$ cat config.mk
export PLATFORM = sky130hd
export DESIGN_NAME = dds_serial_port_flat
export DESIGN_NICKNAME = d
export VERILOG_FILES = /design/src/rtl/dds_spi_pkg.sv /design/src/rtl/dds_serial_port_if.sv /design/src/rtl/dds_sclk_div.sv /design/src/rtl/dds_serial_port.sv /design/src/flat_wrapper.sv
export SDC_FILE = /design/constraint.sdc
export NUM_CORES = 1
export LEC_CHECK = 0
export BUFFER_PORTS_ARGS = -buffer_cell sky130_fd_sc_hd__buf_2
export CAP_MARGIN = 20
export CORE_MARGIN = 10
export CORE_UTILIZATION = 40
export CTS_CLUSTER_SIZE = 24
export DETAILED_ROUTE_END_ITERATION = 10
export GPL_ROUTABILITY_DRIVEN = 1
export PLACE_DENSITY = 0.71
export SKIP_CTS_REPAIR_TIMING = 1
export SLEW_MARGIN = 20
export SYNTH_ARGS = -nofsm -noshare
export SYNTH_HDL_FRONTEND = slang
export SYNTH_SLANG_ARGS = --single-unit
$ cat constraint.sdc
create_clock -name clk -period 3.8 [get_ports clk]
set_clock_uncertainty 0.05 [all_clocks]
set_input_delay 0.19 -clock clk [delete_from_list [all_inputs] [get_ports clk]]
set_output_delay 0.19 -clock clk [all_outputs]
set_load 0.1 [all_outputs]
$ cat src/rtl/dds_spi_pkg.sv
// Shared types and frame geometry for the DDS serial-port responder.
package dds_spi_pkg;

  typedef enum logic [2:0] {
    StIdle,
    StSetup,
    StShift,
    StHold,
    StUpdate
  } state_e;

  localparam int unsigned INSTR_BITS    = 8;
  localparam int unsigned DATA_BITS     = 32;
  localparam int unsigned FRAME_BITS    = 40;
  localparam int unsigned READ_FLAG_BIT = 7;

endpackage

$ cat src/rtl/dds_serial_port_if.sv
// Register-access handshake between the controller (master) and the DDS port (slave).
interface dds_serial_port_if;
  import dds_spi_pkg::*;

  logic                  wr_start;
  logic [INSTR_BITS-1:0] wr_addr;
  logic [DATA_BITS-1:0]  wr_din;
  logic                  wr_done;
  logic [DATA_BITS-1:0]  wr_dout;
  logic                  busy;

  modport master (
    output wr_start, wr_addr, wr_din,
    input  wr_done, wr_dout, busy
  );

  modport slave (
    input  wr_start, wr_addr, wr_din,
    output wr_done, wr_dout, busy
  );

endinterface

$ cat src/rtl/dds_sclk_div.sv
// SCLK phase counter: fall_tick at each low-phase start, rise_tick at each high-phase start.
module dds_sclk_div #(
  parameter int unsigned CLK_DIV = 2
) (
  input  logic clk_i,
  input  logic rst_i,
  input  logic en_i,
  output logic fall_tick_o,
  output logic rise_tick_o
);

  localparam int unsigned CntW = (2 * CLK_DIV > 1) ? $clog2(2 * CLK_DIV) : 1;
  localparam logic [CntW-1:0] CntLast = CntW'(2 * CLK_DIV - 1);
  localparam logic [CntW-1:0] CntRise = CntW'(CLK_DIV);

  logic [CntW-1:0] cnt_q, cnt_d;

  always_comb begin
    cnt_d = '0;
    if (en_i) begin
      cnt_d = (cnt_q == CntLast) ? '0 : cnt_q + 1'b1;
    end
  end

  always_ff @(posedge clk_i) begin
    if (rst_i) begin
      cnt_q <= '0;
    end else begin
      cnt_q <= cnt_d;
    end
  end

  assign fall_tick_o = en_i && (cnt_q == '0);
  assign rise_tick_o = en_i && (cnt_q == CntRise);

endmodule

$ cat src/rtl/dds_serial_port.sv
// Turns one handshake request into a 40-bit DDS serial frame, plus IO_UPDATE after writes.
module dds_serial_port
  import dds_spi_pkg::*;
#(
  parameter int unsigned CLK_DIV   = 2,
  parameter int unsigned CS_SETUP  = 2,
  parameter int unsigned CS_HOLD   = 2,
  parameter int unsigned UPD_WIDTH = 4
) (
  input  logic              clk,
  input  logic              rst,
  dds_serial_port_if.slave  bus,
  output logic              SCLK,
  output logic              CSB,
  output logic              SDIO,
  output logic              SDIO_OE,
  input  logic              SDO,
  output logic              IO_UPDATE
);

  localparam logic [15:0] SetupLast = 16'((CS_SETUP > 0) ? CS_SETUP - 1 : 0);
  localparam logic [15:0] HoldLast  = 16'((CS_HOLD > 0) ? CS_HOLD - 1 : 0);
  localparam logic [15:0] UpdLast   = 16'((UPD_WIDTH > 0) ? UPD_WIDTH - 1 : 0);

  state_e                state_q, state_d;
  logic                  start_q;
  logic [FRAME_BITS-1:0] shreg_q, shreg_d;
  logic [DATA_BITS-1:0]  rdata_q, rdata_d;
  logic [DATA_BITS-1:0]  dout_q, dout_d;
  logic [5:0]            bitcnt_q, bitcnt_d;
  logic [15:0]           tmr_q, tmr_d;
  logic                  rd_q, rd_d, last_q, last_d;
  logic                  sclk_q, sclk_d, csb_q, csb_d, sdio_q, sdio_d;
  logic                  oe_q, oe_d, upd_q, upd_d, done_q, done_d, busy_q, busy_d;
  logic                  fall_tick, rise_tick, hold_end;

  dds_sclk_div #(
    .CLK_DIV(CLK_DIV)
  ) u_sclk_div (
    .clk_i       (clk),
    .rst_i       (rst),
    .en_i        (state_q == StShift),
    .fall_tick_o (fall_tick),
    .rise_tick_o (rise_tick)
  );

  always_comb begin
    state_d  = state_q;
    shreg_d  = shreg_q;
    rdata_d  = rdata_q;
    dout_d   = dout_q;
    bitcnt_d = bitcnt_q;
    tmr_d    = tmr_q + 16'd1;
    rd_d     = rd_q;
    last_d   = last_q;
    sclk_d   = sclk_q;
    csb_d    = csb_q;
    sdio_d   = sdio_q;
    oe_d     = oe_q;
    upd_d    = upd_q;
    done_d   = done_q;
    busy_d   = busy_q;
    hold_end = 1'b0;

    unique case (state_q)
      StIdle: begin
        tmr_d = '0;
        if (bus.wr_start && !start_q) begin
          shreg_d  = {bus.wr_addr, bus.wr_din};
          rd_d     = bus.wr_addr[READ_FLAG_BIT];
          bitcnt_d = 6'(FRAME_BITS - 1);
          last_d   = 1'b0;
          done_d   = 1'b0;
          busy_d   = 1'b1;
          csb_d    = 1'b0;
          sdio_d   = bus.wr_addr[INSTR_BITS-1];
          state_d  = (CS_SETUP == 0) ? StShift : StSetup;
        end
      end
      StSetup: begin
        if (tmr_q == SetupLast) begin
          tmr_d   = '0;
          state_d = StShift;
        end
      end
      StShift: begin
        tmr_d = '0;
        if (fall_tick) begin
          sclk_d = 1'b0;
          if (last_q) begin
            oe_d = 1'b1;
            if (CS_HOLD == 0) begin
              hold_end = 1'b1;
            end else begin
              state_d = StHold;
            end
          end else begin
            sdio_d = shreg_q[FRAME_BITS-1];
            // Release SDIO to the DDS for the whole data phase of a read.
            if (rd_q && (bitcnt_q == 6'(DATA_BITS - 1))) begin
              oe_d = 1'b0;
            end
          end
        end
        if (rise_tick) begin
          sclk_d  = 1'b1;
          shreg_d = {shreg_q[FRAME_BITS-2:0], 1'b0};
          if (bitcnt_q < 6'(DATA_BITS)) begin
            rdata_d = {rdata_q[DATA_BITS-2:0], SDO};
          end
          if (bitcnt_q == '0) begin
            last_d = 1'b1;
          end else begin
            bitcnt_d = bitcnt_q - 6'd1;
          end
        end
      end
      StHold: begin
        if (tmr_q == HoldLast) begin
          hold_end = 1'b1;
        end
      end
      StUpdate: begin
        if (tmr_q == UpdLast) begin
          upd_d   = 1'b0;
          done_d  = 1'b1;
          busy_d  = 1'b0;
          state_d = StIdle;
        end
      end
      default: state_d = StIdle;
    endcase

    if (hold_end) begin
      csb_d = 1'b1;
      tmr_d = '0;
      if (rd_q) begin
        done_d  = 1'b1;
        busy_d  = 1'b0;
        dout_d  = rdata_q;
        state_d = StIdle;
      end else begin
        upd_d   = 1'b1;
        state_d = StUpdate;
      end
    end
  end

  always_ff @(posedge clk) begin
    if (rst) begin
      state_q  <= StIdle;
      start_q  <= 1'b0;
      shreg_q  <= '0;
      rdata_q  <= '0;
      dout_q   <= '0;
      bitcnt_q <= '0;
      tmr_q    <= '0;
      rd_q     <= 1'b0;
      last_q   <= 1'b0;
      sclk_q   <= 1'b0;
      csb_q    <= 1'b1;
      sdio_q   <= 1'b0;
      oe_q     <= 1'b1;
      upd_q    <= 1'b0;
      done_q   <= 1'b0;
      busy_q   <= 1'b0;
    end else begin
      state_q  <= state_d;
      start_q  <= bus.wr_start;
      shreg_q  <= shreg_d;
      rdata_q  <= rdata_d;
      dout_q   <= dout_d;
      bitcnt_q <= bitcnt_d;
      tmr_q    <= tmr_d;
      rd_q     <= rd_d;
      last_q   <= last_d;
      sclk_q   <= sclk_d;
      csb_q    <= csb_d;
      sdio_q   <= sdio_d;
      oe_q     <= oe_d;
      upd_q    <= upd_d;
      done_q   <= done_d;
      busy_q   <= busy_d;
    end
  end

  assign SCLK        = sclk_q;
  assign CSB         = csb_q;
  assign SDIO        = sdio_q;
  assign SDIO_OE     = oe_q;
  assign IO_UPDATE   = upd_q;
  assign bus.wr_done = done_q;
  assign bus.wr_dout = dout_q;
  assign bus.busy    = busy_q;

endmodule

$ cat src/flat_wrapper.sv
// flat-port wrapper written by rule: the top's interface ports become plain ports
module dds_serial_port_flat import dds_spi_pkg::*;
#(
  parameter int unsigned CLK_DIV   = 2,
  parameter int unsigned CS_SETUP  = 2,
  parameter int unsigned CS_HOLD   = 2,
  parameter int unsigned UPD_WIDTH = 4
)
  (clk, rst, SCLK, CSB, SDIO, SDIO_OE, SDO, IO_UPDATE, bus_wr_start, bus_wr_addr, bus_wr_din, bus_wr_done, bus_wr_dout, bus_busy);
  dds_serial_port_if bus_i ();
  input  logic clk;
  input  logic rst;
  output logic SCLK;
  output logic CSB;
  output logic SDIO;
  output logic SDIO_OE;
  input  logic SDO;
  output logic IO_UPDATE;
  input wire logic [$bits(bus_i.wr_start)-1:0] bus_wr_start;
  input wire logic [$bits(bus_i.wr_addr)-1:0] bus_wr_addr;
  input wire logic [$bits(bus_i.wr_din)-1:0] bus_wr_din;
  output wire logic [$bits(bus_i.wr_done)-1:0] bus_wr_done;
  output wire logic [$bits(bus_i.wr_dout)-1:0] bus_wr_dout;
  output wire logic [$bits(bus_i.busy)-1:0] bus_busy;
  assign bus_i.wr_start = bus_wr_start;
  assign bus_i.wr_addr = bus_wr_addr;
  assign bus_i.wr_din = bus_wr_din;
  assign bus_wr_done = bus_i.wr_done;
  assign bus_wr_dout = bus_i.wr_dout;
  assign bus_busy = bus_i.busy;
  dds_serial_port #(.CLK_DIV(CLK_DIV), .CS_SETUP(CS_SETUP), .CS_HOLD(CS_HOLD), .UPD_WIDTH(UPD_WIDTH)) u_core (.clk(clk), .rst(rst), .bus(bus_i), .SCLK(SCLK), .CSB(CSB), .SDIO(SDIO), .SDIO_OE(SDIO_OE), .SDO(SDO), .IO_UPDATE(IO_UPDATE));
endmodule
After elaboration in Yosys (flattened, before gate mapping)
Index checks and enable logic that the tools add are counted.
{"block": "word_totals", "inputBits": 44, "word_cells": 112, "ff_bits": 141}
{"block": "op_classes", "n_eq_ne": 21, "mux": 45, "magnitude_cmp": 1, "n_reduce_logical": 24, "addsub": 3, "bitwise": 1}
{"op": "40-bit 2-to-1 mux", "count": 2}
{"op": "40-bit case mux with 2 select lines", "count": 1}
{"op": "16-bit case mux with 2 select lines", "count": 1}
{"op": "1-bit 2-to-1 mux", "count": 24}
{"op": "3-bit 2-to-1 mux", "count": 7}
{"op": "6-bit 2-to-1 mux", "count": 3}
{"op": "16-bit by 1-bit adder with 16-bit output, second input constant", "count": 1}
{"op": "16-bit by 1-bit == test with 1-bit output, second input constant", "count": 1}
{"op": "16-bit by 2-bit == test with 1-bit output, second input constant", "count": 1}
{"op": "16-bit 2-to-1 mux", "count": 1}
{"op": "3-bit by 1-bit != test with 1-bit output, second input constant", "count": 5}
{"op": "3-bit case mux with 5 select lines", "count": 1}
{"op": "6-bit case mux with 2 select lines", "count": 1}
{"op": "4-bit AND reduction", "count": 3}
{"op": "2-bit by 1-bit != test with 1-bit output, second input constant", "count": 5}
{"op": "3-bit AND reduction", "count": 3}
{"op": "1-bit case mux with 2 select lines", "count": 4}
{"op": "3-bit by 2-bit == test with 1-bit output, second input constant", "count": 2}
{"op": "6-bit by 5-bit == test with 1-bit output, second input constant", "count": 1}
{"op": "6-bit zero test", "count": 1}
{"op": "6-bit < comparator, second input constant", "count": 1}
{"op": "2-bit AND reduction", "count": 3}
{"op": "6-bit AND reduction", "count": 1}
{"op": "2-bit nonzero test", "count": 3}
{"op": "13 further kinds", "count": 19}

Longest topological paths before layout
{"block": "depth", "word_depth": 6, "depth_mapped": 7, "ltp_nobuf": 6}

Modules after synthesis
From an unflattened synthesis, not the netlist that was laid out.
{"block": "unflattened", "cells_unflattened": 676, "hier_area_um2": 6078.3}
{"module": "dds_serial_port", "area_each_um2": 5953.2, "cells_per_inst": 665, "instances": 1}
{"module": "dds_sclk_div", "area_each_um2": 125.1, "cells_per_inst": 11, "instances": 1}

Least setup slack after synthesis
OpenSTA, ideal clock, no wires.
{"block": "synth_path", "kind": "reg-to-reg", "startpoint": "register u_core.bitcnt_q[0]", "endpoint": "register u_core.bitcnt_q[5]", "required_ps": 3618, "setup_ps": 132, "path_slack_ps": 1988, "arrival_time_ps": 1630, "path_buffers": 0, "path_stages_with_launch": 7, "cell_sequence": "dfxtp_1 > inv_1 > ha_1 > or4b_2 > o2111ai_1 > xor2_1 > a21oi_1"}
{"block": "synth_between", "elab_chain_len": 4, "word_cells_on_any_way": 7, "cone_classes": "add/sub: 1; eq/ne: 1; mux: 3; reduce/logical: 2"}
{"element": "from (decl)", "line": "dds_serial_port.sv:30", "rtl": "logic [5:0] bitcnt_q, bitcnt_d;"}
{"element": "from (signal assigned)", "line": "dds_serial_port.sv:173", "rtl": "bitcnt_q <= bitcnt_d;"}
{"element": "6-bit by 1-bit subtractor with 6-bit output", "line": "dds_serial_port.sv:114", "rtl": "bitcnt_d = bitcnt_q - 6'd1;"}
{"element": "6-bit 2-to-1 mux", "line": "dds_serial_port.sv:111", "rtl": "if (bitcnt_q == '0) begin"}
{"element": "6-bit 2-to-1 mux", "line": "dds_serial_port.sv:105", "rtl": "if (rise_tick) begin"}
{"element": "6-bit case mux with 2 select lines", "line": "dds_serial_port.sv:65", "rtl": "unique case (state_q)"}
Parallel ways exist; a longest one is shown, timed or not. The select of a mux whose other input is x is not followed.
A chain may end at the register's enable or synchronous reset.

Worst setup path after layout
{"block": "layout_path", "startpoint": "register u_core.state_q[1]", "endpoint": "register u_core.shreg_q[27]"}
{"block": "layout_between", "elab_chain_len": 4, "word_cells_on_any_way": 8, "cone_classes": "eq/ne: 3; mux: 1; reduce/logical: 4"}
{"element": "from (decl)", "line": "dds_serial_port.sv:25", "rtl": "state_e state_q, state_d;"}
{"element": "from (signal assigned)", "line": "dds_serial_port.sv:151", "rtl": "state_q <= StIdle;"}
{"element": "from (signal assigned)", "line": "dds_serial_port.sv:168", "rtl": "state_q <= state_d;"}
{"element": "3-bit by 2-bit == test with 1-bit output", "line": "dds_serial_port.sv:42, dds_serial_port.sv:65"}
{"element": "1-bit logical AND", "line": "dds_sclk_div.sv:34", "rtl": "assign rise_tick_o = en_i && (cnt_q == CntRise);"}
{"element": "2-bit by 1-bit != test with 1-bit output (no source line)"}
{"element": "3-bit AND reduction (no source line)"}
{"element": "to (signal assigned)", "line": "dds_serial_port.sv:170", "rtl": "shreg_q <= shreg_d;"}
{"element": "to (decl)", "line": "dds_serial_port.sv:27", "rtl": "logic [FRAME_BITS-1:0] shreg_q, shreg_d;"}
Parallel ways exist; a longest one is shown, timed or not.

==> insert_results.sql <==
INSERT INTO impl_metrics (metric_group, metric, value, unit) VALUES
('run_status', 'status', 'finished, violations left', ''),
('run_status', 'violations', 'hold timing', ''),
('synthesis', 'fraction_of_the_yosys_area_taken_by_sequential_cells', '47.21', '%'),
('synthesis', 'synth.cell_area', '5979', 'µm²'),
('finish', 'nets', '828', ''),
('timing', 'finalSetupViolCount', '0', ''),
('detailed_routing', 'postRouteAntennaNets', '0', ''),
('pwr', 'power.leakage', '2.649', 'nW'),
('synthesis', 'synthDominantAreaCellType', 'sky130_fd_sc_hd__dfxtp_1', ''),
('setup_path', 'r2r_end', 'u_core.shreg_q[27]', ''),
('synthesis', 'yosys.cell_types.count', '47', ''),
('synthesis', 'synth_top_area_share', '47.21', '%'),
('pwr', 'cell_internal_pwr', '0.002681', 'W'),
('floorplan', 'starting_utilization_of_the_core_area', '40.99', '%'),
('finish', 'fin_cells', '973', ''),
('detailed_routing', 'finalWirelength', '13900', 'µm'),
('setup_path', 'crit_family', 'buffers and inverters', ''),
('timing', 'layout_min_cycle_time', '2299', 'ps'),
('setup_path', 'startpoint_kind_of_the_worst_setup_timing_path', 'register', ''),
('placement', 'dp_worst_setup_slack', '1523', 'ps'),
('finish', 'n_fill_cell', '1368', ''),
('pwr', 'net_switching_share_of_the_total_power', '23.91', '%'),
('clock_tree', 'clock_latency_on_the_worst_skew_pair', '420', 'ps'),
('timing', 'finalCritPeriodShare', '60.51', '%'),
('placement', 'hpwlAfterDp', '8694', 'µm'),
('pwr', 'combinationalPowerShare', '7.6', '%'),
('floorplan', 'floorplan.die_area', '20240', 'µm²'),
('timing', 'timing.setup.tns', '0', 'ps'),
('global_route', 'grt_start_max_net_pins', '79', ''),
('floorplan', 'die_h', '142.3', 'µm'),
('timing', 'hold_viol_final', '3', ''),
('placement', 'gp_routability_congestion', '0.7878', ''),
('clock_tree', 'cts_sinks', '141', ''),
('hold_path', 'holdPathStages', '3', ''),
('synthesis', 'synthesis.area_per_instance', '8.410', 'µm²'),
('setup_path', 'timing.critical_path.slowest_stage_cell', 'sky130_fd_sc_hd__buf_4', ''),
('detailed_routing', 'drt_first_iter_violations', '385', ''),
('setup_path', 'rr_worst_depth', '5', ''),
('floorplan', 'rows', '44', ''),
('setup_path', 'critPathBufInv', '1', ''),
('synthesis', 'synth-main-ff-cell', 'sky130_fd_sc_hd__dfxtp_1', ''),
('detailed_routing', 'met2_length', '6309', 'µm'),
('global_route', 'grt_antenna_before_repair', '0', ''),
('synthesis', 'postSynthCellCount', '711', ''),
('detailed_routing', 'route.top_layer_used', 'met4', ''),
('finish', 'insertedDiodeCount', '0', ''),
('synthesis', 'yosys.cell_count.top_type', 'sky130_fd_sc_hd__nand2_1', ''),
('run', 'maxCapViolations', '0', ''),
('clock_tree', 'cts-root-buf', 'sky130_fd_sc_hd__clkbuf_16', ''),
('timing', 'final_slew_viol_count', '0', ''),
('timing', 'grt_setup_unrepaired', 'no', ''),
('setup_path', 'worst-r2r-setup-slack', '1500', 'ps'),
('setup_path', 'reg_to_reg_critical_path_startpoint', 'u_core.state_q[1]', ''),
('global_route', 'grt_pass1_wl', '22750', 'µm'),
('setup_path', 'timing.critical_path.to_type', 'register', ''),
('pwr', 'pwr-share-clk', '48.0', '%'),
('placement', 'io_buffers', '82', ''),
('setup_path', 'slowest_delay', '660', 'ps'),
('timing', 'worst_hold_slack', '-17.02', 'ps'),
('pwr', 'power.net_switching', '0.0008427', 'W'),
('synthesis', 'yosys_warnings', '0', ''),
('synthesis', 'synth-edff-count', '0', ''),
('finish', 'syn2layout_area_growth', '20.30', '%'),
('synthesis', 'syn_nets', '763', ''),
('setup_path', 'critPathMaxFanout', '78', ''),
('timing', 'timing.final.ws_setup', '1501', 'ps'),
('finish', 'post-route-util', '49.31', '%'),
('clock_tree', 'cts_tree', 'done', ''),
('floorplan', 'core_region_area', '14590', 'µm²'),
('detailed_routing', 'wire_length_the_detailed_router_placed_on_met1', '6573', 'µm'),
('setup_path', 'required', '4080', 'ps');
==> worst max-delay path by stage <==
stage	slack [ps]	cells after the start	end	start
final	1500	5	u_core.shreg_q[27]	u_core.state_q[1]
after global routing	1340	5	u_core.shreg_q[32]	u_core.state_q[1]
after CTS	1510	5	u_core.shreg_q[27]	u_core.state_q[1]
after detailed placement	1520	5	u_core.shreg_q[27]	u_core.state_q[1]
after global placement	1620	5	u_core.shreg_q[23]	u_core.state_q[1]
after floorplan	1990	6	u_core.bitcnt_q[5]	u_core.bitcnt_q[0]
==> sequential cells by signal (all words and copies together) (netlist names), 2 cells and up <==
| signal | count |
|---|---|
| u_core.shreg_q | 40 |
| u_core.bus.wr_dout | 32 |
| u_core.rdata_q | 32 |
| u_core.tmr_q | 16 |
| u_core.bitcnt_q | 6 |
| u_core.state_q | 3 |
| u_core.u_sclk_div.cnt_q | 2 |
==> final cells by class <==
type	instances	area, µm²	area share, %
Clock buffer	19	442.9	6.158
Clock inverter	13	165.2	2.296
Inverter	10	37.54	0.5218
Multi-Input combinational cell	498	2849	39.61
Sequential cell	141	2823	39.24
Tap cell	184	230.2	3.201
Timing Repair Buffer	108	645.6	8.975
==> per-stage QoR <==
| step | instance area (µm²) | hold WS, ps |
|---|---|---|
| after floorplan | 5979 | 268.2 |
| after detailed placement | 6435 | 401.7 |
| final | 7193 | -17.02 |
| after CTS | 7043 | -40.09 |
| after global placement | 6435 | 393.7 |
| after global routing | 7193 | 0.009076 |
==> kinds of logic (layout without fill, tap and decap cells) <==
family	count (synthesis)	count (layout)	share of synthesized area [%]
simple gates	300	300	23.35
xor+xnor	14	14	2.051
mux	2	2	0.3348
compound gates	174	174	19.96
flops	141	141	47.21
fa+ha+maj	8	8	1.674
buf+inv	72	150	5.420
==> tightest hold or removal path: stages <==
cell,delay (ps)
sky130_fd_sc_hd__buf_2,90
sky130_fd_sc_hd__nand2_1,40
sky130_fd_sc_hd__a311oi_1,80
==> power by group through the flow <==
| stage | registers [W] | clock network [W] | logic (W) |
|---|---|---|---|
| floorplan | 0.00160 | 0 | 0.000189 |
| detailed placement | 0.00159 | 0 | 0.000256 |
| finish | 0.00156 | 0.00169 | 0.000268 |
| CTS | 0.00156 | 0.00172 | 0.000257 |
| global route | 0.00157 | 0.00178 | 0.000297 |
| global placement | 0.00159 | 0 | 0.000250 |
==> cells in the final DEF, fill, tap and decap left out, drive strengths merged, types with 2 or more instances in the layout <==
master	synthesis	layout
nand2	152	152
dfxtp	141	141
buf	21	93
a21oi	83	83
nor2	61	61
nand4	41	41
o21ai	40	40
a311oi	38	38
clkbuf	41	19
dlygate4sd3	0	15
inv	10	12
nand3	10	10
xor2	9	9
ha	8	8
clkinv	0	7
xnor2	5	5
or3	5	5
nor4	5	5
nor2b	3	3
and4	3	3
nor3	3	3
a211oi	3	3
bufinv	0	3
nor3b	3	3
or2	3	3
and3	2	2
o2111ai	2	2
o211a	2	2
nand3b	2	2
mux2i	2	2
==> per-layer routing <==
metal	global-route usage, %	vias to the layer above
li1	-	2631
met1	17.81	2404
met2	19.58	114
met3	5.240	11
met4	4.196	0
met5	0	-
Power figures use the tool's default switching activity.
